**config.mk**
```make
export PLATFORM = sky130hd
export DESIGN_NAME = lcd_cmd_dispatch
export DESIGN_NICKNAME = d
export VERILOG_FILES = /design/src/rtl/lcd_cmd_dispatch.sv
export SDC_FILE = /design/constraint.sdc
export NUM_CORES = 1
export LEC_CHECK = 0
export CAP_MARGIN = 20
export CORE_MARGIN = 8
export CORE_UTILIZATION = 55
export CTS_BUF_LIST = sky130_fd_sc_hd__clkbuf_4 sky130_fd_sc_hd__clkbuf_8
export CTS_CLUSTER_SIZE = 8
export DETAILED_ROUTE_END_ITERATION = 6
export GPL_TIMING_DRIVEN = 0
export MAX_ROUTING_LAYER = met4
export PLACE_DENSITY = 0.85
export SLEW_MARGIN = 20
export SYNTH_ARGS = -nofsm -noshare
export SYNTH_HDL_FRONTEND = slang
export SYNTH_SLANG_ARGS = --single-unit
```
**constraint.sdc**
```tcl
create_clock -name i_clk -period 3 [get_ports i_clk]
set_input_delay 0.6 -clock i_clk [delete_from_list [all_inputs] [get_ports i_clk]]
set_output_delay 0.6 -clock i_clk [all_outputs]
set_load 0.01 [all_outputs]
```
**src/rtl/lcd_cmd_dispatch.sv**
```systemverilog
// Host command FIFO feeding the LCD image controller one command at a time,
// paced on lcd_busy; after the write command (4'h0) it waits for lcd_done.
module lcd_cmd_dispatch #(
    parameter int DEPTH = 8,
    parameter int AW    = 3
) (
    input  logic          i_clk,
    input  logic          i_reset,      // active low, asynchronous
    input  logic [3:0]    i_host_cmd,
    input  logic          i_host_push,
    output logic          o_host_full,
    input  logic          i_lcd_busy,
    input  logic          i_lcd_done,
    output logic [3:0]    o_cmd,
    output logic          o_cmd_valid,
    output logic [AW:0]   o_fifo_cnt,
    output logic [7:0]    o_issued_cnt,
    output logic          o_err_ovf,
    output logic          o_err_cmd,
    output logic          o_finished
);
    localparam logic [AW:0] LP_DEPTH   = (AW+1)'(DEPTH);
    localparam logic [3:0]  LP_MAX_CMD = 4'hB;
    localparam logic [3:0]  LP_WR_CMD  = 4'h0;

    typedef enum logic [2:0] {S_IDLE, S_ACK, S_WAIT, S_DRAIN, S_DONE} state_t;

    state_t        r_state, w_state_nxt;
    logic [3:0]    r_mem [DEPTH];
    logic [AW-1:0] r_rd_ptr, r_wr_ptr;
    logic [AW:0]   r_cnt;
    logic [3:0]    r_cmd, w_cmd_nxt;
    logic          r_cmd_valid, w_valid_nxt;
    logic          r_finished, w_fin_nxt;
    logic [7:0]    r_issued;
    logic          r_err_ovf, r_err_cmd;

    logic          w_full, w_legal, w_wr_en, w_rd_en;
    logic [3:0]    w_head;

    assign w_full  = (r_cnt == LP_DEPTH);
    assign w_legal = (i_host_cmd <= LP_MAX_CMD);
    // full is judged on the pre-pop count: a pop in the same cycle does not make room
    assign w_wr_en = i_host_push && w_legal && !w_full;
    assign w_head  = r_mem[r_rd_ptr];

    always_comb begin
        w_state_nxt = r_state;
        w_rd_en     = 1'b0;
        w_cmd_nxt   = r_cmd;
        w_valid_nxt = 1'b0;
        w_fin_nxt   = r_finished;
        case (r_state)
            S_IDLE: begin
                if (r_cnt != '0 && !i_lcd_busy) begin
                    w_rd_en     = 1'b1;
                    w_cmd_nxt   = w_head;
                    w_valid_nxt = 1'b1;
                    w_state_nxt = (w_head == LP_WR_CMD) ? S_DRAIN : S_ACK;
                end
            end
            // controller raises busy during this cycle, so busy is not looked at
            S_ACK:   w_state_nxt = S_WAIT;
            S_WAIT:  if (!i_lcd_busy) w_state_nxt = S_IDLE;
            S_DRAIN: begin
                if (i_lcd_done) begin
                    w_state_nxt = S_DONE;
                    w_fin_nxt   = 1'b1;
                end
            end
            S_DONE:  w_fin_nxt = 1'b1;
            default: w_state_nxt = S_IDLE;
        endcase
    end

    always_ff @(posedge i_clk or negedge i_reset) begin
        if (!i_reset) begin
            r_state     <= S_IDLE;
            r_cmd       <= '0;
            r_cmd_valid <= 1'b0;
            r_finished  <= 1'b0;
            r_issued    <= '0;
            r_err_ovf   <= 1'b0;
            r_err_cmd   <= 1'b0;
            r_rd_ptr    <= '0;
            r_wr_ptr    <= '0;
            r_cnt       <= '0;
        end else begin
            r_state     <= w_state_nxt;
            r_cmd       <= w_cmd_nxt;
            r_cmd_valid <= w_valid_nxt;
            r_finished  <= w_fin_nxt;
            if (i_host_push && w_full)   r_err_ovf <= 1'b1;
            if (i_host_push && !w_legal) r_err_cmd <= 1'b1;
            if (w_rd_en && r_issued != 8'hFF) r_issued <= r_issued + 8'd1;
            if (w_wr_en) r_wr_ptr <= r_wr_ptr + 1'b1;
            if (w_rd_en) r_rd_ptr <= r_rd_ptr + 1'b1;
            case ({w_wr_en, w_rd_en})
                2'b10:   r_cnt <= r_cnt + 1'b1;
                2'b01:   r_cnt <= r_cnt - 1'b1;
                default: r_cnt <= r_cnt;
            endcase
        end
    end

    // storage needs no reset: entries are only read after being written
    always_ff @(posedge i_clk) begin
        if (w_wr_en) r_mem[r_wr_ptr] <= i_host_cmd;
    end

    assign o_host_full  = w_full;
    assign o_cmd        = r_cmd;
    assign o_cmd_valid  = r_cmd_valid;
    assign o_fifo_cnt   = r_cnt;
    assign o_issued_cnt = r_issued;
    assign o_err_ovf    = r_err_ovf;
    assign o_err_cmd    = r_err_cmd;
    assign o_finished   = r_finished;

endmodule

```
==> results of run 1 <==
-- cell families (layout without fill, tap and decap cells) --
kind of cell | after synthesis | after routing | synth area share [%]
mux | 18 | 18 | 12.17
fa+ha+maj | 6 | 6 | 2.842
flops | 61 | 61 | 63.86
xor+xnor | 14 | 14 | 4.642
compound gates | 13 | 13 | 3.458
buf+inv | 6 | 53 | 1.184
simple gates | 61 | 61 | 11.84
-- power breakdown --
part | total (uW) | internal, uW | switching (uW)
Clock | 780 | 482 | 298
Combinational | 1110 | 618 | 490
Sequential | 1300 | 1100 | 200
Total | 3190 | 2200 | 987
-- worst paths after layout --
path / cells after the start / end / from
worst max-delay path: 10 / o_fifo_cnt[2] / o_fifo_cnt[1]
worst min-delay path: 1 / r_state[2] / i_reset
worst max register to register: 10 / o_fifo_cnt[2] / o_fifo_cnt[1]
worst min register to register: 1 / o_err_ovf / o_err_ovf
max in group asynchronous: 1 / o_fifo_cnt[1] / i_reset
min in group i_clk: 1 / o_err_ovf / o_err_ovf
-- cell usage in the layout (no fill, tap or decap), types with 2 or more instances in the layout --
| cell | count |
|---|---|
| and3_1 | 4 |
| a21o_1 | 2 |
| nand2b_1 | 6 |
| and2_1 | 2 |
| bufinv_16 | 2 |
| buf_4 | 2 |
| inv_1 | 3 |
| buf_2 | 2 |
| clkdlybuf4s50_1 | 28 |
| nand2_1 | 15 |
| mux2_2 | 9 |
| xor2_1 | 4 |
| clkinv_2 | 3 |
| nor2_1 | 15 |
| clkbuf_4 | 2 |
| nand4_1 | 4 |
| nand3_1 | 5 |
| edfxtp_1 | 32 |
| clkbuf_8 | 9 |
| nor3_1 | 3 |
| dfrtp_1 | 29 |
| xnor2_1 | 10 |
| ha_1 | 6 |
| a21oi_1 | 6 |
| mux4_1 | 8 |
-- critical path: stages, from the launching register on --
cell     delay, ns
dfrtp_1       0.47
or4b_2        0.71
and3_1        0.24
inv_1         0.14
ha_1          0.27
xor2_1        0.10
ha_1          0.19
a21oi_1       0.14
xor2_1        0.16
nor2_1        0.07
xor2_1        0.14
-- cells in the mapped netlist --
master,instances
o22ai_2,1
mux2_2,9
inv_1,3
buf_6,1
ha_1,6
a21o_1,2
a2111o_1,1
clkbuf_1,1
nand2_1,15
o311ai_0,1
mux2i_1,1
a21oi_1,6
o21ai_0,1
nor4b_2,1
and3_1,4
buf_2,1
dfrtp_1,29
nor4_1,1
nand4_1,4
and4_1,1
nor3_1,3
nor2_1,15
or2_2,1
edfxtp_1,32
or3_1,1
nand3b_1,1
mux4_1,8
xor2_1,4
or4b_2,1
xnor2_1,10
nand2b_1,6
a31o_2,1
and2_1,2
nand3_1,5
-- through the flow --
stage / hold slack (ns) / instances / worst slack [ns] / instance area [um^2]
after floorplan: 0.3044 / 179 / 0.4275 / 2641
after global placement: 0.4444 / 262 / -0.3667 / 2999
after detailed placement: 0.4476 / 262 / -0.4229 / 2994
after CTS: 0.2982 / 278 / 0.09240 / 3217
after global routing: 0.3187 / 280 / 0.07247 / 3238
final: 0.2716 / 280 / 0.2442 / 3238
-- routing by layer --
metal  up-vias  GRT usage (%)
met3        15          5.888
met5         -              -
li1        758              -
met1       765          16.31
met2        36          22.02
met4         0          8.917
-- registers in the layout (all words and copies together) (netlist names) --
name / cells
r_mem: 32
o_issued_cnt: 8
o_cmd: 4
o_fifo_cnt: 4
r_rd_ptr: 3
r_state: 3
r_wr_ptr: 3
o_cmd_valid: 1
o_err_cmd: 1
o_err_ovf: 1
o_finished: 1
-- final cells by class --
cell class / instances / area, um^2 / share of cell area [%]
repair buffers: 31 / 300.3 / 9.274
plain buffers: 3 / 20.02 / 0.6182
inverters: 3 / 11.26 / 0.3478
well taps: 54 / 67.56 / 2.087
multi-input cells: 112 / 938.4 / 28.98
clock buffers: 11 / 138.9 / 4.289
clock inverters: 5 / 75.07 / 2.318
flip-flops and latches: 61 / 1687 / 52.09
-- timing repair --
item                       CTS  global route
pin swaps                    0             1
setup endpoints to repair    1             2
gates resized for setup      1             1
buffers inserted             0             2
==> results.ini, run 1 <==
[run_status]
run_status=completed

[route]
routed.top_layer=met4
route.detailed.drc=0
avgViaCountPerCell=5.621
wl_met3_um=200
ant_nets=0
vias=1574
routed_wl_um=4672
first_iter_violations=103
met1_length_um=2043
wl_per_cell_um=16.69
dr.pass1.iters=4
wl_met2_um=2283

[synth]
syn_avg_cell_area_um2=14.76
yosys.area.top_type=edfxtp_1
synth_top_area_share_pct=36.38
yosys_warnings=0
ys_types=34
synth_cells=179
syn_area_um2=2641
ys_seq_elements=61
synth_nets=194
yosys-top-cells-area=edfxtp_1, dfrtp_1, mux4_1, mux2_2, xnor2_1
seq_area_frac_synth_pct=63.86

[clock_tree]
numCtsBuffers=9
cts_hold_buf=0
cts_num_sinks=61
ctsLongestPathBuffers=2
clk_latency_ns=0.33
cts_tree=built
clock-root-buffer=clkbuf_8
cts_max_level=3
path_clk_slew_ns=0.07

[floorplanning]
start_util_pct=56.29
io_pins=30
die_h_um=85.30
die-width_um=85.30
coreArea_um2=4692
num_rows=25
die_area_um2=7276

[final_layout]
antenna_cells=0
utilization_pct=69.01
fin_nets=236
drive_gt1_share_pct=15.93
syn_to_final_growth_pct=22.60
fillerInstances=322

[sta]
hold_viol=0
max_slew.worst_pin.slew_ns=0.6372
tns_ns=0
finalMaxSlewViolations=0
max_freq_mhz=362.9
finalSetupViolations=0
period_share_pct=91.86
rsz0062_at_grt=false
maxSlewHeadroom_pct=57.20
clock_skew_ns=0.006075
fin_crit_ns=2.756

[pwr]
power_density_nw_per_um2=983.8
power.leakage_uw=0.001263
peakVddDrop_v=0.0005662
total_power_uw=3186

[global_routing]
grt_antenna_before_repair=0
grt_overflow=0
grt_pass1_wl_um=7776
grt_usage_pct=14.74
grt_pass1_vias=1643
grt_max_degree=30

[worst_setup_path]
rrSetupSlack_ns=0.24
worstSetupStartpointType=flop
cp_data_required_time_ns=3.21
critical_path.max_fanout=8
endpoint_kind=flop
arrival_ns=2.96
path_class=flop to flop

[place]
hpwl_um=3193
place.gp.congestion=0.7500
port_buffers=29

[job]
max_cap_viol_count=0

[min_path]
hold_class=input port to asynchronous set/reset pin

(Power assumes the default switching activity.)
==> run 2: changes to the inputs <==
--- a/config.mk
+++ b/config.mk
@@ -5,6 +5,7 @@
 export SDC_FILE = /design/constraint.sdc
 export NUM_CORES = 1
 export LEC_CHECK = 0
+export ABC_AREA = 1
 export CAP_MARGIN = 20
 export CORE_MARGIN = 8
 export CORE_UTILIZATION = 55
@@ -18,3 +19,4 @@
 export SYNTH_ARGS = -nofsm -noshare
 export SYNTH_HDL_FRONTEND = slang
 export SYNTH_SLANG_ARGS = --single-unit
+export TNS_END_PERCENT = 100
==> run 2 against run 1 <==
Effect of this change:
- core utilization shrank 1.5 points
- largest power group is now combinational logic
- area after synthesis is 8.7% higher
- critical endpoint unchanged
- combinational power grew 26%
- clock-buffer cell count grew 1
- non-clock buffer count unchanged
- power rose by 4.2%
- global-route usage up 1.7 points
==> results.ini, run 2 <==
[floorplanning]
die_h_um=88.26  ; was 85.30 um
start_util_pct=56.58  ; was 56.29%
coreArea_um2=5075  ; was 4692 um^2
io_pins=30  ; unchanged
die-width_um=88.26  ; was 85.30 um
num_rows=26  ; was 25
die_area_um2=7789  ; was 7276 um^2

[synth]
yosys.area.top_type=edfxtp_1  ; unchanged
syn_area_um2=2872  ; was 2641 um^2
asyncSetResetFlopFracSynth_pct=47.54  ; unchanged
ys_types=32  ; was 34
synth_nets=311  ; was 194
yosys.cell_count.top_type=nand2_1  ; was edfxtp_1
yosys-top-cells-area=edfxtp_1, dfrtp_1, nand2_1, inv_1, nand3_1  ; was edfxtp_1, dfrtp_1, mux4_1, mux2_2, xnor2_1
seq_area_frac_synth_pct=58.74  ; was 63.86%
synth_top_area_share_pct=33.46  ; was 36.38%
yosys_warnings=0  ; unchanged
yosys-top-cells-count=nand2_1, inv_1, edfxtp_1, dfrtp_1, nand3_1  ; was edfxtp_1, dfrtp_1, nand2_1, nor2_1, xnor2_1
syn_avg_cell_area_um2=9.701  ; was 14.76 um^2
synth_flop_cell=edfxtp_1  ; unchanged
synth_edf_count=32  ; unchanged
ys_seq_elements=61  ; unchanged
synth_cells=296  ; was 179

[global_routing]
grt_antenna_before_repair=0  ; unchanged
grt_usage_pct=16.46  ; was 14.74%
grt_pass1_wl_um=9321  ; was 7776 um
grt_max_degree=30  ; unchanged
grt_pass1_vias=2073  ; was 1643
grt_overflow=0  ; unchanged

[clock_tree]
cts_num_sinks=61  ; unchanged
cts_max_level=3  ; unchanged
path_clk_slew_ns=0.07  ; about the same
clk_latency_ns=0.34  ; was 0.33 ns
ctsLongestPathBuffers=2  ; unchanged
cts_setup_buffers=0  ; unchanged
numCtsBuffers=9  ; unchanged
cts_tree=built  ; unchanged
clock-root-buffer=clkbuf_8  ; unchanged
cts_resized=0  ; was 1
cts_hold_buf=0  ; unchanged

[final_layout]
fin_nets=351  ; was 236
multi_input_area_um2=930.9  ; was 938.4 um^2
layout_common_cells=nand2_1, inv_1, edfxtp_1  ; was edfxtp_1, dfrtp_1, clkdlybuf4s50_1
mostFrequentLayoutCell=nand2_1  ; was edfxtp_1
antenna_cells=0  ; unchanged
drive_gt1_share_pct=10.85  ; was 15.93%
largest_register=r_mem  ; unchanged
syn_to_final_growth_pct=19.26  ; was 22.60%
fillerInstances=404  ; was 322
largest_reg_flops=32  ; unchanged
seqCellArea_um2=1687  ; unchanged

[worst_setup_path]
path_class=input port to flop  ; was flop to flop
worstSetupStartpointType=input port  ; was flop
critical_path.max_fanout=10  ; was 8
arrival_ns=2.71  ; was 2.96 ns
endpoint_kind=flop  ; unchanged
cp_data_required_time_ns=3.23  ; was 3.21 ns
r2r_cells=11  ; was 10

[route]
ant_nets=0  ; unchanged
first_iter_violations=103  ; unchanged
routed_wl_um=5498  ; was 4672 um
route.detailed.drc=0  ; unchanged
avgViaCountPerCell=4.861  ; was 5.621
vias=1998  ; was 1574
dr.pass1.iters=4  ; unchanged
wl_per_cell_um=13.38  ; was 16.69 um

[sta]
fin_crit_ns=2.479  ; was 2.756 ns
finalMaxSlewViolations=0  ; unchanged
period_share_pct=82.64  ; was 91.86%
finalWorstSetupSlack_ns=0.5209  ; was 0.2442 ns
finalSetupViolations=0  ; unchanged
rsz0062_at_grt=false  ; unchanged
max_freq_mhz=403.4  ; was 362.9 MHz
maxSlewHeadroom_pct=55.62  ; was 57.20%
max_slew.worst_pin.slew_ns=0.6656  ; was 0.6372 ns
tns_ns=0  ; unchanged
clock_skew_ns=0.008601  ; was 0.006075 ns
hold_viol=0  ; unchanged

[place]
pre_cts_slack_ns=0.2005  ; was -0.4229 ns
hpwl_um=3961  ; was 3193 um
place.gp.congestion=0.8062  ; was 0.7500
port_buffers=29  ; unchanged

[run_status]
run_status=completed  ; unchanged

[pwr]
power_density_nw_per_um2=968.9  ; was 983.8 nW/um^2
power.leakage_uw=0.001605  ; was 0.001263 uW
peakVddDrop_v=0.0006781  ; was 0.0005662 V

[job]
max_cap_viol_count=0  ; unchanged

[min_path]
hold_class=input port to asynchronous set/reset pin  ; unchanged

## run 2: cell types whose count changed after synthesis, moves of 8 or more
cell	before	now
mux4_1	8	0
nand3_1	5	23
nand2_1	15	83
inv_1	3	52
mux2_2	9	0
## run 2: worst paths after layout
path	start	endpoint	slack, ns
max reg2reg	r_state[2]	o_fifo_cnt[2]	0.65
min in group i_clk	o_err_ovf	o_err_ovf	0.47
max in group asynchronous	i_reset	r_wr_ptr[1]	2.27
max	i_host_cmd[2]	o_fifo_cnt[2]	0.52
min	i_reset	r_rd_ptr[1]	0.29
min reg2reg	o_err_ovf	o_err_ovf	0.47
## run 2: logic make-up (layout without fill, tap and decap cells)
group	count (synthesis)	in the layout	share of synthesized area, %
simple gates	137	137	21.18
flops	61	61	58.74
buf+inv	59	104	8.845
compound gates	19	19	4.358
xor+xnor	14	14	4.270
fa+ha+maj	6	6	2.614
## run 2: final cells by class
class / count / area share [%]
clock inverter: 4 / 0.6211
buffer: 5 / 1.352
timing repair buffer: 29 / 8.330
tap: 70 / 2.558
clock buffer: 12 / 4.640
multi-input combinational: 176 / 27.18
inverter: 54 / 6.065
sequential: 61 / 49.25
## run 2: through the flow
step | power, uW | std cells | hold slack, ns | util [%] | cell area, um^2
after global routing | 3568 | 411 | 0.3381 | 67.48 | 3425
after CTS | 3347 | 411 | 0.3088 | 67.48 | 3425
after detailed placement | 2676 | 395 | 0.4447 | 63.93 | 3244
after global placement | 2607 | 395 | 0.4420 | 64.03 | 3249
final | 3318 | 411 | 0.2884 | 67.48 | 3425
after floorplan | 2189 | 296 | 0.3044 | - | 2872
## run 2: critical path, stage by stage
cell,delay (ns)
clkdlybuf4s50_1,0.69
nand2_1,0.09
nand3_1,0.19
ha_1,0.25
xor2_1,0.27
ha_1,0.21
a21oi_1,0.05
a21oi_1,0.15
o21ai_0,0.10
o21a_1,0.11
## run 2: report_power, final
group	switching [uW]	internal, uW
Clock	308	350
Combinational	803	594
Sequential	158	1100
## run 2: routing by layer
metal,global-route usage [%],up-vias,share of wire [%]
li1,-,1010,-
met5,-,-,0
met4,5.991,0,1.7
met3,5.757,8,5.0
met2,27.02,47,50
met1,18.08,933,43
